**config.mk**
```make
export PLATFORM = sky130hd
export DESIGN_NAME = mtr_pwm_drv
export DESIGN_NICKNAME = d
export VERILOG_FILES = /design/src/rtl/mtr_pkg.sv /design/src/rtl/pwm_dt_chan.sv /design/src/rtl/mtr_pwm_drv.sv
export SDC_FILE = /design/constraint.sdc
export NUM_CORES = 1
export LEC_CHECK = 0
export BUFFER_PORTS_ARGS = -buffer_cell sky130_fd_sc_hd__buf_4
export CORE_UTILIZATION = 30
export DETAILED_ROUTE_END_ITERATION = 7
export HOLD_SLACK_MARGIN = 0.1
export MAX_ROUTING_LAYER = met4
export SYNTH_ARGS = -nofsm -noshare
export SYNTH_HDL_FRONTEND = slang
export SYNTH_SLANG_ARGS = --single-unit
```
**constraint.sdc**
```tcl
create_clock -name clk -period 3.39 [get_ports clk]
set_input_delay 0.1695 -clock clk [delete_from_list [all_inputs] [get_ports clk]]
set_output_delay 0.1695 -clock clk [all_outputs]
set_load 0.02 [all_outputs]
```
**src/rtl/mtr_pkg.sv**
```systemverilog
// Shared types and constants for the motor PWM driver: speed width, period, duty mapping.
package mtr_pkg;

    localparam int unsigned SPD_W      = 11;
    localparam int unsigned PWM_PERIOD = 2048;
    localparam logic [SPD_W-1:0] DUTY_ZERO = 11'h400;
    localparam logic [SPD_W-1:0] CNT_LAST  = SPD_W'(PWM_PERIOD - 1);
    localparam logic [SPD_W-1:0] CNT_PRE   = SPD_W'(PWM_PERIOD - 2);

    typedef enum logic [1:0] {DEAD, ON_HI, ON_LO} dt_state_t;

    // Signed speed -> unsigned duty by flipping the sign bit (spd + 1024).
    function automatic logic [SPD_W-1:0] spd_to_duty(input logic signed [SPD_W-1:0] spd);
        return SPD_W'(spd) ^ DUTY_ZERO;
    endfunction

endpackage

```
**src/rtl/pwm_dt_chan.sv**
```systemverilog
// One H-bridge half-pair: turns a raw PWM level into complementary gate drives with dead time.
module pwm_dt_chan
    import mtr_pkg::*;
#(
    parameter int unsigned DEADTIME = 32
) (
    input  logic clk,
    input  logic rst,
    input  logic en,
    input  logic raw,
    output logic pwm1,
    output logic pwm2
);

    localparam logic [7:0] DT_LAST = 8'(DEADTIME - 1);

    dt_state_t  state;
    logic [7:0] dcnt;
    logic       tgt;

    // Gate outputs are registered alongside the state so they always equal its decode.
    always_ff @(posedge clk) begin
        if (rst) begin
            state <= DEAD;
            dcnt  <= 8'd0;
            tgt   <= 1'b0;
            pwm1  <= 1'b0;
            pwm2  <= 1'b0;
        end else if (!en) begin
            state <= DEAD;
            dcnt  <= 8'd0;
            tgt   <= raw;
            pwm1  <= 1'b0;
            pwm2  <= 1'b0;
        end else begin
            case (state)
                ON_HI: begin
                    if (!raw) begin
                        state <= DEAD;
                        tgt   <= 1'b0;
                        dcnt  <= 8'd0;
                        pwm1  <= 1'b0;
                    end
                end
                ON_LO: begin
                    if (raw) begin
                        state <= DEAD;
                        tgt   <= 1'b1;
                        dcnt  <= 8'd0;
                        pwm2  <= 1'b0;
                    end
                end
                default: begin
                    // A raw change while waiting restarts the full dead window.
                    if (raw != tgt) begin
                        tgt  <= raw;
                        dcnt <= 8'd0;
                    end else if (dcnt == DT_LAST) begin
                        state <= tgt ? ON_HI : ON_LO;
                        pwm1  <= tgt;
                        pwm2  <= !tgt;
                    end else begin
                        dcnt <= dcnt + 8'd1;
                    end
                end
            endcase
        end
    end

endmodule

```
**src/rtl/mtr_pwm_drv.sv**
```systemverilog
// Dual-channel motor PWM driver: shared period counter, boundary-loaded duties, dead-time channels.
module mtr_pwm_drv
    import mtr_pkg::*;
#(
    parameter int unsigned DEADTIME = 32
) (
    input  logic                    clk,
    input  logic                    rst,
    input  logic                    drv_en,
    input  logic signed [SPD_W-1:0] lft_spd,
    input  logic signed [SPD_W-1:0] rght_spd,
    output logic                    lft_pwm1,
    output logic                    lft_pwm2,
    output logic                    rght_pwm1,
    output logic                    rght_pwm2,
    output logic                    duty_upd
);

    logic [SPD_W-1:0] cnt;
    logic [SPD_W-1:0] duty_l;
    logic [SPD_W-1:0] duty_r;
    logic             raw_l;
    logic             raw_r;

    // Period counter and double-buffered duties; new duties take effect from cnt 0.
    always_ff @(posedge clk) begin
        if (rst) begin
            cnt      <= '0;
            duty_l   <= DUTY_ZERO;
            duty_r   <= DUTY_ZERO;
            duty_upd <= 1'b0;
        end else begin
            cnt      <= cnt + SPD_W'(1);
            duty_upd <= (cnt == CNT_PRE);
            if (cnt == CNT_LAST) begin
                duty_l <= spd_to_duty(lft_spd);
                duty_r <= spd_to_duty(rght_spd);
            end
        end
    end

    assign raw_l = (cnt < duty_l);
    assign raw_r = (cnt < duty_r);

    pwm_dt_chan #(.DEADTIME(DEADTIME)) u_chan_l (
        .clk  (clk),
        .rst  (rst),
        .en   (drv_en),
        .raw  (raw_l),
        .pwm1 (lft_pwm1),
        .pwm2 (lft_pwm2)
    );

    pwm_dt_chan #(.DEADTIME(DEADTIME)) u_chan_r (
        .clk  (clk),
        .rst  (rst),
        .en   (drv_en),
        .raw  (raw_r),
        .pwm1 (rght_pwm1),
        .pwm2 (rght_pwm2)
    );

endmodule

```
### Yosys cells after proc, flatten, opt, wreduce, memory -nomap -nowiden

Cells that the tools add are included.
Widths: inputs -> output; s select.

| cells by class | value |
|---|---|
| order comparisons | 2 |
| add/sub/neg operators | 3 |
| equal/unequal tests | 28 |
| reductions and logical operators | 19 |
| bitwise operators | 7 |
| mux-type cells | 46 |

Operator list:

| operator | number |
|---|---|
| $mux 8 | 8 |
| $pmux 8 s2 | 2 |
| $reduce_and 4->1 | 6 |
| $eq 11x11->1 const B | 2 |
| $lt 11x11->1 | 2 |
| $mux 2 | 10 |
| $mux 1 | 18 |
| $add 8x1->8 const B | 2 |
| $eq 8x5->1 const B | 2 |
| $ne 2x2->1 const B | 6 |
| $ne 3x3->1 const B | 4 |
| $pmux 1 s2 | 6 |
| $reduce_and 3->1 | 4 |
| $add 11x1->11 const B | 1 |
| $ne 4x1->1 const B | 2 |
| $ne 4x3->1 const B | 2 |
| $pmux 2 s2 | 2 |
| $reduce_bool 2->1 | 4 |
| $not 1->1 | 7 |
| $ne 3x2->1 const B | 2 |
| $reduce_bool 3->1 | 2 |
| $eq 2x1->1 const B | 2 |
| $eq 2x2->1 const B | 2 |
| $ne 2x1->1 const B | 2 |
| 3 further kinds | 5 |

| storage, ports and cells | value |
|---|---|
| output and inout port bits | 5 |
| register bits after elaboration | 60 |
| logic and storage cells | 119 |
| input bits | 25 |

### Logic depth before layout (Yosys ltp)

Gate-level depths: netlist (run 1).

| logic depth | value |
|---|---|
| depth after elaboration | 5 |
| depth in mapped cells | 9 |
| mapped depth without buffers | 9 |

### Cells and area by module

From an unflattened synthesis (run 1), not the netlist that was laid out.

| second synthesis, totals | value |
|---|---|
| cell total of the unflattened synthesis | 392 |
| area, all modules | 3418.3 um^2 |

By module, submodules not included:

| module | cells an instance | area an instance (um^2) | times used | seq. area each (um^2) |
|---|---|---|---|---|
| mtr_pwm_drv | 196 | 1804.2 | 1 | 680.7 |
| pwm_dt_chan | 98 | 807.0 | 2 | 260.2 |

### Least setup slack after synthesis (run 1)

Ideal clock, no wire load.

| timing path | value |
|---|---|
| path type | flip-flop to flip-flop |
| start | register cnt[2] |
| end | register u_chan_l.state[1] |
| cell stages (with the launch flop) | 9 |
| setup slack | 1.027 ns |
| arrival time | 2.292 ns |
| path buffers | 0 |
| library setup time | 0.072 ns |
| required time | 3.318 ns |
| clock period less this slack | 2.363 ns |
| path through | dfxtp_1 -> ha_1 -> a21o_1 -> a31oi_1 -> o21ai_2 -> a211oi_4 -> mux2_2 -> o22ai_1 -> mux2i_1 |

| between the ends | value |
|---|---|
| longest elaborated chain between the ends | 4 |
| elaborated cells on any way between the ends | 6 |
| classes of those cells | order compare: 1; eq/ne: 4; reduce/logical: 1 |

Ends and longest elaborated chain:

| what | line | RTL |
|---|---|---|
| from (decl) | mtr_pwm_drv.sv:19 | `logic [SPD_W-1:0] cnt;` |
| from (signal assigned) | mtr_pwm_drv.sv:33 | `cnt <= cnt + SPD_W'(1);` |
| $lt 11x11->1 * | mtr_pwm_drv.sv:42 | `assign raw_l = (cnt < duty_l);` |
| $ne 1x1->1 | pwm_dt_chan.sv:55 | `if (raw != tgt) begin` |
| $ne 3x3->1 (no line) | - |  |
| $reduce_and 4->1 (no line) * | - |  |
| to (signal assigned) | pwm_dt_chan.sv:59 | `state <= tgt ? ON_HI : ON_LO;` |
| to (decl) | pwm_dt_chan.sv:17 | `dt_state_t state;` |

Every way passes the cells marked *; elsewhere a longest branch is shown, timed or not.
A chain may end at the register's enable or synchronous reset.

### Final worst setup path (run 1)

Ends and elaborated chain as after synthesis.

==> results.rst, run 1 <==
.. list-table::
   :header-rows: 1

   * - Metric
     - Value
   * - Worst skew pair latency
     - 0.33 ns
   * - RSZ-0062 raised after global routing
     - false
   * - Storage cell area
     - 1200 um^2
   * - Antenna violations before repair
     - 0
   * - Mapped Cells
     - between 400 and 500
   * - Data arrival time of the critical path
     - 2.86 ns
   * - Iter 0 DRT Violations
     - approximately 180
   * - Overall power consumption
     - 1.86 mW
   * - Most used flip-flop cell after synthesis
     - sky130_fd_sc_hd__dfxtp_1
   * - Yosys Warn Count
     - 0
   * - Endpoint kind of the worst setup timing path
     - flop
   * - Setup total negative slack
     - 0 ns
   * - CP required
     - 3.65 ns
   * - Final number of hold-violating endpoints
     - 0
   * - Share of the yosys chip area belonging to registers
     - 35.2%
   * - Starting density of the core
     - 31.2%
   * - Post-CTS Resized
     - 0
   * - Post-DP HPWL
     - 5770 um
   * - Number of antenna cells inserted
     - 0
   * - Largest stage delay, worst path
     - 0.46 ns
   * - Post-CTS Hold Fix Bufs
     - 17
   * - Ratio of cells with drive above 1 in the final layout
     - 11.2%
   * - Die width
     - 109 um
   * - Final period utilization
     - approximately three quarters
   * - Routed via count divided by cell count
     - ~5.0
   * - Pins over their slew limit
     - 0
   * - Power density cells
     - between 400 and 500 nW/um^2
   * - Cell count of the worst reg-to-reg path
     - 8
   * - Reg-to-reg endpoint
     - u_chan_l.state[1]
   * - Core Rows
     - 38
   * - Setup-violating endpoint count in the final report
     - 0
   * - Type of the setup path with the least slack
     - reg -> reg
   * - Number of nets at the end of the flow
     - 530
   * - Placed instance area
     - 3760 um^2
   * - Distinct cell type count after synthesis
     - 54
   * - Routed vias
     - 3117
   * - Clock tree from TritonCTS
     - built
   * - Clock slew at the register clock pins of the worst setup and hold paths
     - 0.05 ns
   * - Full die area
     - 11800 um^2
   * - Port bufs
     - 29
   * - CTS buffer count
     - 9
   * - Slew margin rel.
     - 48.1%
   * - Summed instance area of the synthesized netlist
     - 3410 um^2
   * - Via count of the first global-routing pass
     - 3008
   * - Wire per inst
     - 13.0 um
   * - Post-detailed-routing wire length
     - around 8000 um
   * - Hold wc startpoint
     - lft_spd[5]
   * - Top-level I/O count
     - 30
   * - Antenna-violating nets left
     - 0
   * - Remaining global-route overflow
     - 0
   * - Crit path time final
     - 2.60 ns
   * - Worst clock skew
     - approximately 0.0036 ns
   * - Fmax
     - 0.385 GHz
   * - Register-to-register setup slack
     - about 0.8 ns
   * - Synthesized netlist net count
     - 486
   * - Largest net degree at the start of global routing
     - 39
   * - Number of synthesized flops with an enable pin
     - 0
   * - # clock sinks
     - 60
   * - Max-cap violations
     - 0
   * - Actual slew at the worst max-slew pin
     - 0.771 ns
   * - Global placer's final weighted congestion
     - just over 0.8
   * - Synthesized area per cell
     - 7.87 um^2
   * - Drt first pass iters
     - 4
   * - Chip Height
     - 109 um
   * - Run status
     - finished clean
   * - Cell at the root of the clock tree
     - sky130_fd_sc_hd__clkbuf_16
   * - Area of combinational cells with multiple inputs
     - around 2000 um^2
   * - Slowest cell on the critical path
     - sky130_fd_sc_hd__mux2_2
   * - Worst-case clock buffer depth
     - 2
   * - Startpoint type of the worst setup path
     - flop
   * - Fill cell total of the finished layout
     - 1126
   * - Drt drc
     - 0
   * - Most frequent standard cell in the layout excluding fill and tap cells
     - sky130_fd_sc_hd__nand2_1
   * - Pre-CTS setup slack
     - around 0.79 ns
   * - P_leak
     - between 1.5 and 2 nW
   * - Area inside the core boundary
     - 10900 um^2
   * - Peak fanout along the critical path
     - 9
   * - IR Drop Worst-Case VDD
     - 0.187 mV
   * - Most frequent cells in the layout
     - sky130_fd_sc_hd__nand2_1 (74), sky130_fd_sc_hd__dfxtp_1 (60), sky130_fd_sc_hd__a21oi_1 (36), sky130_fd_sc_hd__inv_1 (34)
   * - Worst path setup slack after routing
     - between 0.7 and 0.8 ns
   * - Setup Buffers After CTS
     - 0
   * - Chain of cells forming the critical path
     - ha_1 > a21o_1 > a31oi_1 > o21ai_2 > a211oi_4 > mux2_2 > o22ai_1 > mux2i_1
   * - Wire length of the first global-routing pass
     - between 10000 and 15000 um
   * - Startpoint of the worst-slack reg-to-reg timing path
     - cnt[2]
   * - Finished layout cell area
     - 4270 um^2
   * - Global-route usage over all layers
     - 15.5%
   * - Share of flip-flops with an asynchronous set or reset after synthesis
     - 0%
   * - H-Tree Depth
     - 3
   * - End of the worst hold path
     - duty_l[5]
   * - Number of synthesized register bits
     - 60
   * - Type of the most critical hold path
     - in -> reg
   * - Syn-to-layout area delta
     - 25.2%
   * - Hold Crit Depth
     - 3
-- critical path, delay by kind of cell (launching register included) --
kind	cells	cell delay, ns
adders and majority gates	1	0.28
DFF	1	0.43
muxes	2	0.66
AOI/OAI and AO/OA	5	1.16
-- Yosys cell counts (7+ instances only) --
master / count / area share (%)
sky130_fd_sc_hd__a211oi_1: 7 / 1.5
sky130_fd_sc_hd__a21oi_1: 36 / 5.3
sky130_fd_sc_hd__and3_1: 8 / 1.5
sky130_fd_sc_hd__clkbuf_1: 13 / 1.4
sky130_fd_sc_hd__dfxtp_1: 60 / 35
sky130_fd_sc_hd__ha_1: 28 / 10
sky130_fd_sc_hd__inv_1: 34 / 3.7
sky130_fd_sc_hd__nand2_1: 74 / 8.1
sky130_fd_sc_hd__nand3_1: 15 / 2.2
sky130_fd_sc_hd__nand4_1: 7 / 1.3
sky130_fd_sc_hd__nor2_1: 31 / 3.4
sky130_fd_sc_hd__o21ai_0: 12 / 1.8
-- power by group --
group          switching, mW  internal [mW]  total (mW)
clock network          0.316          0.715        1.03
logic                 0.0498         0.0545       0.104
registers             0.0106          0.712       0.723
total                  0.376           1.48        1.86
-- layout make-up --
class | count | area share, %
Clock buffer | 11 | 5.45
Inverter | 34 | 2.99
Clock inverter | 5 | 2.34
Sequential cell | 60 | 28.1
Multi-Input combinational cell | 323 | 47.3
Tap cell | 140 | 4.10
Timing Repair Buffer | 49 | 9.67
-- routing by layer --
layer	GRT usage [%]	wire, um	vias to the layer above
met5	-	0	-
met4	5.79	138	0
met3	3.80	259	11
met2	24.1	3800	53
met1	19.4	3910	1423
li1	-	-	1630
-- worst max-delay path by stage --
stage / startpoint / end / slack [ns]
floorplan: cnt[2] / u_chan_l.state[1] / 1.03
CTS: cnt[2] / u_chan_l.state[1] / 0.79
global route: cnt[2] / u_chan_l.dcnt[2] / 0.54
global placement: cnt[2] / u_chan_l.state[1] / 0.87
finish: cnt[2] / u_chan_l.state[1] / 0.79
detailed placement: cnt[2] / u_chan_l.state[1] / 0.79
-- per-stage QoR --
step           hold WS, ns  cells  utilization, %
4_1_cts              0.101    621            39.0
5_1_grt              0.114    622            39.1
2_1_floorplan        0.305    433               -
3_5_place_dp         0.425    588            34.4
6_report             0.102    622            39.1
3_3_place_gp         0.418    588            34.4
-- kinds of logic (layout without fill, tap and decap cells) --
group,count (synthesis),count (layout),share of synthesized area [%]
compound gates,106,106,20.7
flops,60,60,35.2
xor+xnor,9,9,2.31
mux,6,6,1.80
buf+inv,50,99,5.50
fa+ha+maj,28,28,10.3
simple gates,174,174,24.1
-- flip-flops by register name, summed over array words and instances (netlist names) --
| name | flops |
|---|---|
| duty_upd | 1 |
| u_chan_l.pwm2 | 1 |
| u_chan_r.tgt | 1 |
| u_chan_r.dcnt | 8 |
| u_chan_l.tgt | 1 |
| cnt | 11 |
| duty_l | 11 |
| u_chan_l.pwm1 | 1 |
| u_chan_r.state | 2 |
| duty_r | 11 |
| u_chan_l.dcnt | 8 |
| u_chan_r.pwm2 | 1 |
| u_chan_l.state | 2 |
| u_chan_r.pwm1 | 1 |
Power figures use the tool's default switching activity.
==> run 2, diff against run 1 <==
==> constraint.sdc (replaced) <==
create_clock -name clk -period 2.2 [get_ports clk]
set_input_delay 0.11 -clock clk [delete_from_list [all_inputs] [get_ports clk]]
set_output_delay 0.11 -clock clk [all_outputs]
set_load 0.02 [all_outputs]
==> results.rst, run 2 (synthesis gave the netlist of run 1 again) <==
.. list-table::
   :header-rows: 1

   * - Metric
     - Value
   * - Regs by FF count
     - cnt x11, duty_l x11, duty_r x11
   * - Core Rows
     - 38 (unchanged)
   * - Wire per inst
     - 13.6 um (+4.6%)
   * - Routed vias
     - 3308 (+6.1%)
   * - Port bufs
     - 29 (unchanged)
   * - CTS buffer count
     - 9 (unchanged)
   * - RSZ-0062 raised after global routing
     - true
   * - Storage cell area
     - 1210 um^2 (+0.83%)
   * - # clock sinks
     - 60 (unchanged)
   * - Cell at the root of the clock tree
     - sky130_fd_sc_hd__clkbuf_16
   * - Ratio of cells with drive above 1 in the final layout
     - 25.1% (+14 points)
   * - Syn-to-layout area delta
     - 39.4%
   * - Starting density of the core
     - 31.2% (unchanged)
   * - P_leak
     - 1.82 nW (+11%)
   * - Global-route usage over all layers
     - 15.9% (+0.42 points)
   * - Drt first pass iters
     - 4 (unchanged)
   * - Most frequent standard cell in the layout excluding fill and tap cells
     - sky130_fd_sc_hd__nand2_1
   * - CP required
     - 2.44 ns (-1.21 ns)
   * - Top-level I/O count
     - 30 (unchanged)
   * - Final Instance Count excl. Fillers
     - 653 (+5.0%)
   * - Failing checks
     - setup timing
   * - Slew margin rel.
     - 58.3% (+10 points)
   * - Finished layout cell area
     - 4750 um^2 (+11%)
   * - Largest net degree at the start of global routing
     - 39 (unchanged)
   * - Endpoint kind of the worst setup timing path
     - flop
   * - Clock slew at the register clock pins of the worst setup and hold paths
     - 0.05 ns (about the same)
   * - Area of combinational cells with multiple inputs
     - 2310 um^2 (+14%)
   * - Placed instance area
     - 3980 um^2 (+5.9%)
   * - Number of nets at the end of the flow
     - 565 (+6.6%)
   * - H-Tree Depth
     - 3 (unchanged)
   * - Iter 0 DRT Violations
     - 146 (-17%)
   * - Worst-case clock buffer depth
     - 2 (unchanged)
   * - Power density cells
     - 535 nW/um^2 (+23%)
   * - Cells after DPL
     - 614 (+4.4%)
   * - Data arrival time of the critical path
     - 2.46 ns (-0.40 ns)
   * - Fill cell total of the finished layout
     - 1040 (-7.6%)
   * - Type of the most critical hold path
     - in -> reg
   * - Switching power
     - 0.560 mW (+49%)
   * - Final period utilization
     - 101% (+25 points)
   * - Post-detailed-routing wire length
     - 8900 um (+9.8%)
   * - Worst path setup slack after routing
     - -0.0262 ns (-0.817 ns)
   * - Worst clock skew
     - 0.00546 ns (+0.00184 ns)
   * - Combinational share of power
     - 8.8% (+3.2 points)
   * - Max-cap violations
     - 0 (unchanged)
   * - Switching share of power
     - 22.0% (+1.8 points)
   * - Global placer's final weighted congestion
     - 0.864 (+4.2%)
   * - Startpoint type of the worst setup path
     - flop
   * - Final number of hold-violating endpoints
     - 0 (unchanged)
   * - Antenna violations before repair
     - 0 (unchanged)
   * - Cell Int Power
     - 1.98 mW (+34%)
   * - Worst skew pair latency
     - 0.33 ns (about the same)
   * - Crit path time final
     - 2.23 ns (-0.373 ns)
   * - Share of power burned in registers
     - 43.7% (+4.8 points)
   * - Most frequent cells in the layout
     - sky130_fd_sc_hd__nand2_1 (72), sky130_fd_sc_hd__buf_4 (62), sky130_fd_sc_hd__dfxtp_1 (54), sky130_fd_sc_hd__inv_1 (32), sky130_fd_sc_hd__a21oi_1 (29)
   * - Run status
     - finished, violations left
   * - Drt drc
     - 0 (unchanged)
   * - IR Drop Worst-Case VDD
     - 0.414 mV (+120%)
   * - Clock power share
     - 47.5% (-8.0 points)
   * - Pre-CTS setup slack
     - -0.189 ns (-0.978 ns)
   * - Setup-violating endpoint count in the final report
     - 2 (+2)
   * - Type of the setup path with the least slack
     - reg -> reg
   * - Pins over their slew limit
     - 0 (unchanged)
   * - Fmax
     - 0.449 GHz (+17%)
   * - Post-DP HPWL
     - 5970 um (+3.5%)
   * - Routed via count divided by cell count
     - 5.07 (+1.1%)
   * - Die width
     - 109 um (unchanged)
   * - Clock tree from TritonCTS
     - built
   * - Wire length of the first global-routing pass
     - 14300 um (+2.8%)
   * - Chip Height
     - 109 um (unchanged)
   * - Actual slew at the worst max-slew pin
     - 0.619 ns (-0.152 ns)
   * - Number of antenna cells inserted
     - 0 (unchanged)
   * - Remaining global-route overflow
     - 0 (unchanged)
   * - Via count of the first global-routing pass
     - 3172 (+5.5%)
   * - Full die area
     - 11800 um^2 (unchanged)
   * - Peak fanout along the critical path
     - 7 (-2)
   * - Antenna-violating nets left
     - 0 (unchanged)
   * - Area inside the core boundary
     - 10900 um^2 (unchanged)
==> run 2: cell count changes in the layout (fill, tap and decap cells not counted), sizes merged <==
cell and change:
buf +32, bufinv -3, dlygate4sd3 +3, clkinv -2, clkbuf +1
==> run 2: worst paths after layout <==
kind,from,endpoint,slack (ns),cells past startpoint
worst min register to register,duty_r[9],duty_r[9],0.45,2
worst min-delay path,rght_spd[10],duty_r[10],0.13,3
worst max register to register,duty_l[2],u_chan_l.dcnt[5],-0.03,11
worst max-delay path,duty_l[2],u_chan_l.dcnt[5],-0.03,11
==> run 2: critical path, stage by stage (launching register included) <==
cell                       delay [ns]
sky130_fd_sc_hd__dfxtp_2         0.32
sky130_fd_sc_hd__inv_2           0.04
sky130_fd_sc_hd__ha_4            0.23
sky130_fd_sc_hd__a21o_1          0.16
sky130_fd_sc_hd__a31oi_2         0.17
sky130_fd_sc_hd__o21ai_2         0.13
sky130_fd_sc_hd__a211oi_4        0.29
sky130_fd_sc_hd__buf_4           0.16
sky130_fd_sc_hd__mux2i_1         0.08
sky130_fd_sc_hd__buf_4           0.18
sky130_fd_sc_hd__or3_1           0.31
sky130_fd_sc_hd__o31ai_1         0.07
==> run 2: layer usage <==
| layer | up-vias | track usage, % | wire (um) |
|---|---|---|---|
| met5 | - | - | 0 |
| met4 | 0 | 7.24 | 178 |
| met3 | 14 | 3.44 | 261 |
| met2 | 52 | 25.7 | 4260 |
| met1 | 1542 | 18.9 | 4210 |
| li1 | 1700 | - | - |
==> run 2: what timing repair did <==
item                                   in CTS  in global routing
pin swaps                                   4                 18
resized for setup                          16                 47
gates cloned                                0                  1
setup endpoints to repair                  20                 22
endpoints found under the hold margin      21                  0
hold buffers                               21                  0
buffers inserted                            1                  4
==> run 2: power by group through the flow <==
stage | Sequential (mW) | Clock, mW | Combinational [mW]
after CTS | 1.11 | 1.24 | 0.202
final | 1.11 | 1.21 | 0.224
after global placement | 1.13 | 0 | 0.152
after global routing | 1.11 | 1.28 | 0.244
after floorplan | 1.13 | 0 | 0.0844
after detailed placement | 1.13 | 0 | 0.155
==> run 2: final cells by class <==
| cell class | count | area share (%) |
|---|---|---|
| Clock buffer | 12 | 5.19 |
| Inverter | 34 | 2.68 |
| Multi-Input combinational cell | 323 | 48.5 |
| Sequential cell | 60 | 25.5 |
| Tap cell | 140 | 3.69 |
| Timing Repair Buffer | 84 | 14.5 |
==> run 2: metrics by stage <==
stage                     TNS, ns  hold WS, ns  total power, mW  utilization (%)
after floorplan                 0        0.238             1.21                -
after global placement      -1.08        0.360             1.28             36.4
after detailed placement    -1.96        0.369             1.29             36.4
after CTS                 -0.0165        0.114             2.55             41.2
after global routing        -1.37        0.131             2.63             43.5
final                     -0.0384        0.132             2.54             43.5
